<file path="src/rtl/regfile_pkg.sv">
// Shared types and default sizing for the parameterised register file
// and its clear-sweep controller.
package regfile_pkg;

    typedef enum logic {
        IDLE  = 1'b0,
        CLEAR = 1'b1
    } state_t;

    localparam int DEF_DATA_W = 24;
    localparam int DEF_ADDR_W = 4;

endpackage

</file>
<file path="src/rtl/regfile_clear_fsm.sv">
// Sequential clear-sweep controller: walks an index across every register
// once, and reports busy, completion and writes dropped during the sweep.
module regfile_clear_fsm
    import regfile_pkg::*;
#(
    parameter int ADDR_W = DEF_ADDR_W
) (
    input  logic              Clock,
    input  logic              Reset_n,
    input  logic              ClearReq,
    input  logic              Regwrite,
    output logic              Busy,
    output logic              ClearDone,
    output logic              WriteDropped,
    output logic              sweep_en,
    output logic [ADDR_W-1:0] sweep_idx
);

    state_t            state;
    logic [ADDR_W-1:0] idx;

    // ClearReq is only honoured from IDLE, so a request mid-sweep cannot restart it.
    always_ff @(posedge Clock or negedge Reset_n) begin
        if (!Reset_n) begin
            state        <= IDLE;
            idx          <= '0;
            Busy         <= 1'b0;
            ClearDone    <= 1'b0;
            WriteDropped <= 1'b0;
        end else begin
            ClearDone    <= 1'b0;
            WriteDropped <= 1'b0;
            case (state)
                IDLE: begin
                    if (ClearReq) begin
                        state <= CLEAR;
                        idx   <= '0;
                        Busy  <= 1'b1;
                    end
                end
                CLEAR: begin
                    WriteDropped <= Regwrite;
                    if (idx == '1) begin
                        state     <= IDLE;
                        idx       <= '0;
                        Busy      <= 1'b0;
                        ClearDone <= 1'b1;
                    end else begin
                        idx <= idx + ADDR_W'(1);
                    end
                end
                default: state <= IDLE;
            endcase
        end
    end

    assign sweep_en  = (state == CLEAR);
    assign sweep_idx = idx;

endmodule

</file>
<file path="src/rtl/register_file_param.sv">
// Two-read, one-write register file with write-through bypass, optional
// hardwired zero register and a sequential clear sweep.
module register_file_param
    import regfile_pkg::*;
#(
    parameter int DATA_W   = DEF_DATA_W,
    parameter int ADDR_W   = DEF_ADDR_W,
    parameter int ZERO_REG = 1
) (
    input  logic              Clock,
    input  logic              Reset_n,
    input  logic [ADDR_W-1:0] RS,
    input  logic [ADDR_W-1:0] RT,
    input  logic [ADDR_W-1:0] RD,
    input  logic [DATA_W-1:0] WriteData,
    input  logic              Regwrite,
    input  logic              ClearReq,
    output logic [DATA_W-1:0] ReadRS,
    output logic [DATA_W-1:0] ReadRT,
    output logic              Busy,
    output logic              ClearDone,
    output logic              WriteDropped
);

    localparam int DEPTH = 2 ** ADDR_W;

    logic [DATA_W-1:0] regs [DEPTH];
    logic              sweep_en;
    logic [ADDR_W-1:0] sweep_idx;
    logic              wr_ok;

    regfile_clear_fsm #(
        .ADDR_W (ADDR_W)
    ) u_clear_fsm (
        .Clock        (Clock),
        .Reset_n      (Reset_n),
        .ClearReq     (ClearReq),
        .Regwrite     (Regwrite),
        .Busy         (Busy),
        .ClearDone    (ClearDone),
        .WriteDropped (WriteDropped),
        .sweep_en     (sweep_en),
        .sweep_idx    (sweep_idx)
    );

    // One qualified write enable drives both storage and bypass, so they never disagree.
    assign wr_ok = Regwrite && !sweep_en && !((ZERO_REG != 0) && (RD == '0));

    always_ff @(posedge Clock or negedge Reset_n) begin
        if (!Reset_n) begin
            for (int i = 0; i < DEPTH; i++) begin
                regs[i] <= '0;
            end
        end else if (sweep_en) begin
            regs[sweep_idx] <= '0;
        end else if (wr_ok) begin
            regs[RD] <= WriteData;
        end
    end

    always_comb begin
        ReadRS = regs[RS];
        ReadRT = regs[RT];
        if (wr_ok && (RS == RD)) begin
            ReadRS = WriteData;
        end
        if (wr_ok && (RT == RD)) begin
            ReadRT = WriteData;
        end
        if ((ZERO_REG != 0) && (RS == '0)) begin
            ReadRS = '0;
        end
        if ((ZERO_REG != 0) && (RT == '0)) begin
            ReadRT = '0;
        end
    end

endmodule

</file>
<file path="config.mk">
export PLATFORM = sky130hd
export DESIGN_NAME = register_file_param
export DESIGN_NICKNAME = d
export VERILOG_FILES = /design/src/rtl/regfile_pkg.sv /design/src/rtl/regfile_clear_fsm.sv /design/src/rtl/register_file_param.sv
export SDC_FILE = /design/constraint.sdc
export NUM_CORES = 1
export LEC_CHECK = 0
export BUFFER_PORTS_ARGS = -buffer_cell sky130_fd_sc_hd__buf_4
export CAP_MARGIN = 20
export CORE_ASPECT_RATIO = 1.2
export CORE_MARGIN = 4
export CORE_UTILIZATION = 50
export DETAILED_ROUTE_END_ITERATION = 6
export PLACE_DENSITY = 0.67
export SYNTH_ARGS = -nofsm -noshare
export SYNTH_HDL_FRONTEND = slang
export SYNTH_SLANG_ARGS = --single-unit
</file>
<file path="constraint.sdc">
create_clock -name Clock -period 2 [get_ports Clock]
set_input_delay 0.2 -clock Clock [delete_from_list [all_inputs] [get_ports Clock]]
set_output_delay 0.2 -clock Clock [all_outputs]
set_load 0.02 [all_outputs]
</file>
After elaboration in Yosys (flattened, before gate mapping). Cells that the tools add are included.

Flip-flop bits (word level): 392. Bits in latches: 0. RAM bits: 0. Memory bits (read-only): 0. Input port bits: 40. Logic and storage cells: 82. Memories: 0.

Add/subtract/negate cells: 1. Multiply operators: 0. Divide/modulo/power cells: 0. Magnitude comparators: 6. Eq/ne operators: 5. Shift operators: 0. Mux-type cells: 29. Bitwise logic cells: 7. Reduce and logical (&&, ||, !) cells: 13.

Operators by type and width (number): $mux 384 (2); $and 384x384->384 (1); $bwmux 384 (1); $not 384->384 (1); $mux 24 (10); $bmux 24 s4 (2); $demux 24 s4 (2); $ge 5x5->1 const B (4); $not 4->5 (4); $logic_not 4->1 (3); $lt 5x1->1 const B (2); $eq 4x4->1 (2); $mux 4 (2); $pmux 4 s2 (1); $mux 1 (7); $logic_and 1x1->1 (6); $add 4x1->4 const B (1); $eq 4x4->1 const B (1); $ne 2x2->1 const B (2); $pmux 1 s2 (2); $logic_not 1->1 (2); $reduce_and 2->1 (1); $reduce_bool 2->1 (1); $not 1->1 (1).

Longest topological paths before layout.
Word-level depth: 8. Gate-level depth with buffers: 8. Mapped depth without buffers: 5.

Cells and area by module. Synthesis repeated with hierarchy kept, for this count alone.

Cell total of the unflattened synthesis: 1666. Area total of the unflattened synthesis: 20627.3 um^2.

By module, submodules not included: register_file_param (instances 1, cells an instance 1633, area each 20259.4 um^2, sequential area each 9609.2 um^2); regfile_clear_fsm (instances 1, cells an instance 33, area each 367.9 um^2, sequential area each 200.2 um^2).

Worst setup path after synthesis. Ideal clock, no wire load.

Path kind: input to output. Start: input port RD[3]. End: output port ReadRT[16]. Data arrival time: 1.940 ns. Required time: 1.800 ns. Setup slack: -0.140 ns. Cell stages on the path: 7. Path buffers: 3. Cells stage by stage: buf_2 > or4_1 > nand3b_1 > buf_4 > buf_2 > nor3_1 > a211oi_1.

Longest elaborated chain between the ends: 6. Elaborated cells between the ends (all ways): 7. Classes of those cells: eq/ne: 1; mux: 2; reduce/logical: 4.

RTL lines: from (decl) (line register_file_param.sv:14) `input logic [ADDR_W-1:0] RD,`; $logic_not 4->1 (line register_file_param.sv:47) `assign wr_ok = Regwrite && !sweep_en && !((ZERO_REG != 0) && (RD == '0));`; $logic_not 1->1 (line register_file_param.sv:47); $logic_and 1x1->1 (line register_file_param.sv:47); $logic_and 1x1->1 (*) (line register_file_param.sv:67) `if (wr_ok && (RT == RD)) begin`; $mux 24 (*) (line register_file_param.sv:67); $mux 24 (*) (line register_file_param.sv:73) `if ((ZERO_REG != 0) && (RT == '0)) begin`; to (decl) (line register_file_param.sv:19) `output logic [DATA_W-1:0] ReadRT,`.

Mark *: on every way between the ends. The rest lies on a longest branch, timed or not.

Worst setup path after layout.
Start: register u_clear_fsm.state, in the netlist u_clear_fsm.sweep_en. End: output port ReadRT[20].

Longest elaborated chain between the ends: 6.

RTL lines: from (decl) (line regfile_clear_fsm.sv:19) `state_t state;`; from (signal assigned) (line regfile_clear_fsm.sv:25) `state <= IDLE;`; from (signal assigned) (line regfile_clear_fsm.sv:36) `state <= CLEAR;`; from (signal assigned) (line regfile_clear_fsm.sv:44) `state <= IDLE;`; $logic_not 1->1 (line register_file_param.sv:47); $logic_and 1x1->1 (2 in a row) (line register_file_param.sv:47); $logic_and 1x1->1 (line register_file_param.sv:67); $mux 24 (line register_file_param.sv:67); $mux 24 (line register_file_param.sv:73).

Every way passes these cells.

==> metrics.txt <==
Worst-Margin Slew 0.5493 ns; Worst Skew 0.007473 ns; clk root buf clkbuf_16; Synth Cell Area 20700 µm²; # IOs 91; Seq/Total Area, Yosys 47.38%; worst-skew pair later-pin latency 0.56 ns; min Tclk post-route 2.523 ns; RSZ-0062 raised after global routing true; Cells after Synth 1664; critical path type flop to output port; DRT Pass-1 Iters 5; Pwr Density 943.9 nW/µm²; Syn Nets 1708; Critical Path End Type output port; HP Class input pin to flop; H-tree depth 2; Die X 193.8 µm; number of max-cap violations 0; Die H 230.9 µm; Post-DRT Antenna Nets 0; gr ovfl total 0; Placed Area 24470 µm²; VDD IR-drop max 1.055 mV; Hold Slack 0.08475 ns; Hold Vio Cnt, Final 0; final period utilization 126.1%; Rows 81; gr usage total 32.14%; fin area 27750 µm²; core area 40840 µm²; Setup WS post-layout -0.5228 ns; ANT cells 0; FMAX 396.4 MHz; final setup vio count 48; WL/cell 29.05 µm; vias in the first global route 17830; Cell variety after synth 46; Final #Nets 1983; DP HPWL 48.48 mm; commonest non-fill, non-tap cell in the layout dfrtp_1; CTS clk-pin slew, worst paths 0.06 ns; status complete, but fails checks; initial DRC count 1672; DR vias/cell 6.970; setup TNS -19.31 ns; CTS sink count 392; share of cells above drive strength 1 40.16%; GP Congestion 0.9434; Worst EP required 1.80 ns; Critical Path Fanout Max 7; initial core utilization 50.69%; CTS tree built; die area 44740 µm²; Seq cells post-synth 392; commonest non-fill, non-tap cells in the layout 392 x dfrtp_1, 360 x a22o_1, 355 x buf_4, 192 x mux2i_1, 97 x o22ai_1; CP Launch Type flop; Avg Inst Size Synth 12.44 µm²; crit path DAT 2.32 ns; DRC Markers 0; Area Overhead vs Synth 34.04%; number of I/O port buffers 90; Slew HR 63.30%; Synth Warn # 0; largest net degree at the start of global routing 58; routed wire length 72.95 mm; LEAKAGE 12.53 nW; CTS buffer count 42; global-route wire length before repair 113.0 mm; clock tree buffer depth 3; antenna violations before repair 0; failing checks setup timing; pre-CTS setup slack -0.5382 ns; Max Slew Vio Count 0; vias 17500
## registers in the layout, indices dropped and copies added (netlist names)
| name | cells |
|---|---|
| regs | 384 |
| u_clear_fsm.sweep_idx | 4 |
| u_clear_fsm.Busy | 1 |
| u_clear_fsm.ClearDone | 1 |
| u_clear_fsm.WriteDropped | 1 |
| u_clear_fsm.sweep_en | 1 |
## per-stage QoR
| step | cells | total power [mW] | utilization, % |
|---|---|---|---|
| after floorplan | 1664 | 13.49 | - |
| after global placement | 2410 | 16.56 | 59.91 |
| after detailed placement | 2410 | 16.70 | 59.91 |
| after CTS | 2505 | 25.94 | 67.39 |
| after global routing | 2511 | 27.10 | 67.94 |
| final | 2511 | 26.19 | 67.94 |
## layout make-up
class                           count  area, µm²
Multi-Input combinational cell   1049      11510
Clock inverter                     15      240.2
Timing Repair Buffer              449       4214
Inverter                            5      18.77
Clock buffer                       62       1280
Tap cell                          539      674.4
Sequential cell                   392       9809
Fill cell                        2815      13090
## per-layer routing
metal  routed length [µm]  part of all wire, %  up-vias  global-route usage, %
li1                     -                    -     7207                      -
met1                30270                   41     9113                  47.34
met2                33410                   46     1042                  49.09
met3                 7640                   10      140                  7.240
met4                 1625                  2.2        0                  7.813
met5                    0                    0        -                      0
## cell usage after synthesis, drive strengths merged
| master | n | area share (%) |
|---|---|---|
| clkbuf | 112 | 2.0 |
| or4 | 1 | 0.036 |
| nor3b | 3 | 0.11 |
| a21oi | 16 | 0.39 |
| or2 | 3 | 0.091 |
| and2 | 3 | 0.091 |
| o22ai | 97 | 2.9 |
| mux2i | 192 | 9.3 |
| nor2 | 16 | 0.40 |
| nor2b | 26 | 0.79 |
| a2111oi | 23 | 0.99 |
| dfrtp | 392 | 47 |
| mux4 | 96 | 10 |
| or3b | 4 | 0.17 |
| nand4bb | 2 | 0.11 |
| a21o | 2 | 0.073 |
| xnor2 | 8 | 0.34 |
| o21ai | 1 | 0.024 |
| nand3b | 3 | 0.11 |
| buf | 106 | 2.6 |
| o31ai | 26 | 0.94 |
| nand2 | 3 | 0.054 |
| a211oi | 49 | 1.8 |
| nand3 | 23 | 0.56 |
| inv | 5 | 0.091 |
| nand2b | 2 | 0.060 |
| or3 | 2 | 0.060 |
| mux2 | 2 | 0.11 |
| nand4 | 2 | 0.060 |
| ha | 4 | 0.24 |
| a22o | 360 | 15 |
| nand4b | 1 | 0.042 |
| a31oi | 23 | 0.70 |
| or4b | 1 | 0.066 |
| and3 | 25 | 0.76 |
| nor3 | 28 | 0.75 |
| xor2 | 1 | 0.042 |
| o41ai | 1 | 0.042 |
## where the power goes
group | internal [mW] | switching (mW)
Sequential | 9.08 | 0.907
Clock | 5.22 | 3.38
Combinational | 3.85 | 3.75
## logic make-up after synthesis
| kind of cell | share of synthesized area [%] |
|---|---|
| compound gates | 23.09 |
| flops | 47.38 |
| mux | 19.84 |
| buf+inv | 4.768 |
| simple gates | 4.303 |
| xor+xnor | 0.3808 |
| fa+ha+maj | 0.2418 |
## worst max-delay path, stage by stage (launching register included)
cell and delay (ns):
dfrtp_1 0.37, nand3b_1 0.23, buf_6 0.17, or2_4 0.27, buf_12 0.17, a211oi_2 0.34
buf_4 0.21
## path summary, 6_finish.rpt
path / start / to / slack [ns] / cells past startpoint
max: u_clear_fsm.sweep_en / ReadRT[20] / -0.52 / 6
min: WriteData[23] / regs[47] / 0.08 / 2
max reg2reg: u_clear_fsm.sweep_en / regs[224] / 0.06 / 7
min reg2reg: regs[339] / regs[339] / 0.52 / 1
max in group asynchronous: Reset_n / regs[8] / 1.01 / 3
min in group asynchronous: Reset_n / regs[43] / 0.17 / 2
## what timing repair did
item / in CTS / in global routing
endpoints found under the setup margin: 48 / 63
cloned: 2 / 0
resized for setup: 240 / 32
buffers inserted: 24 / 8
hold buffers: 3 / 0
pin swaps: 67 / 36
endpoints found under the hold margin: 48 / 0
Power figures use the tool's default switching activity.
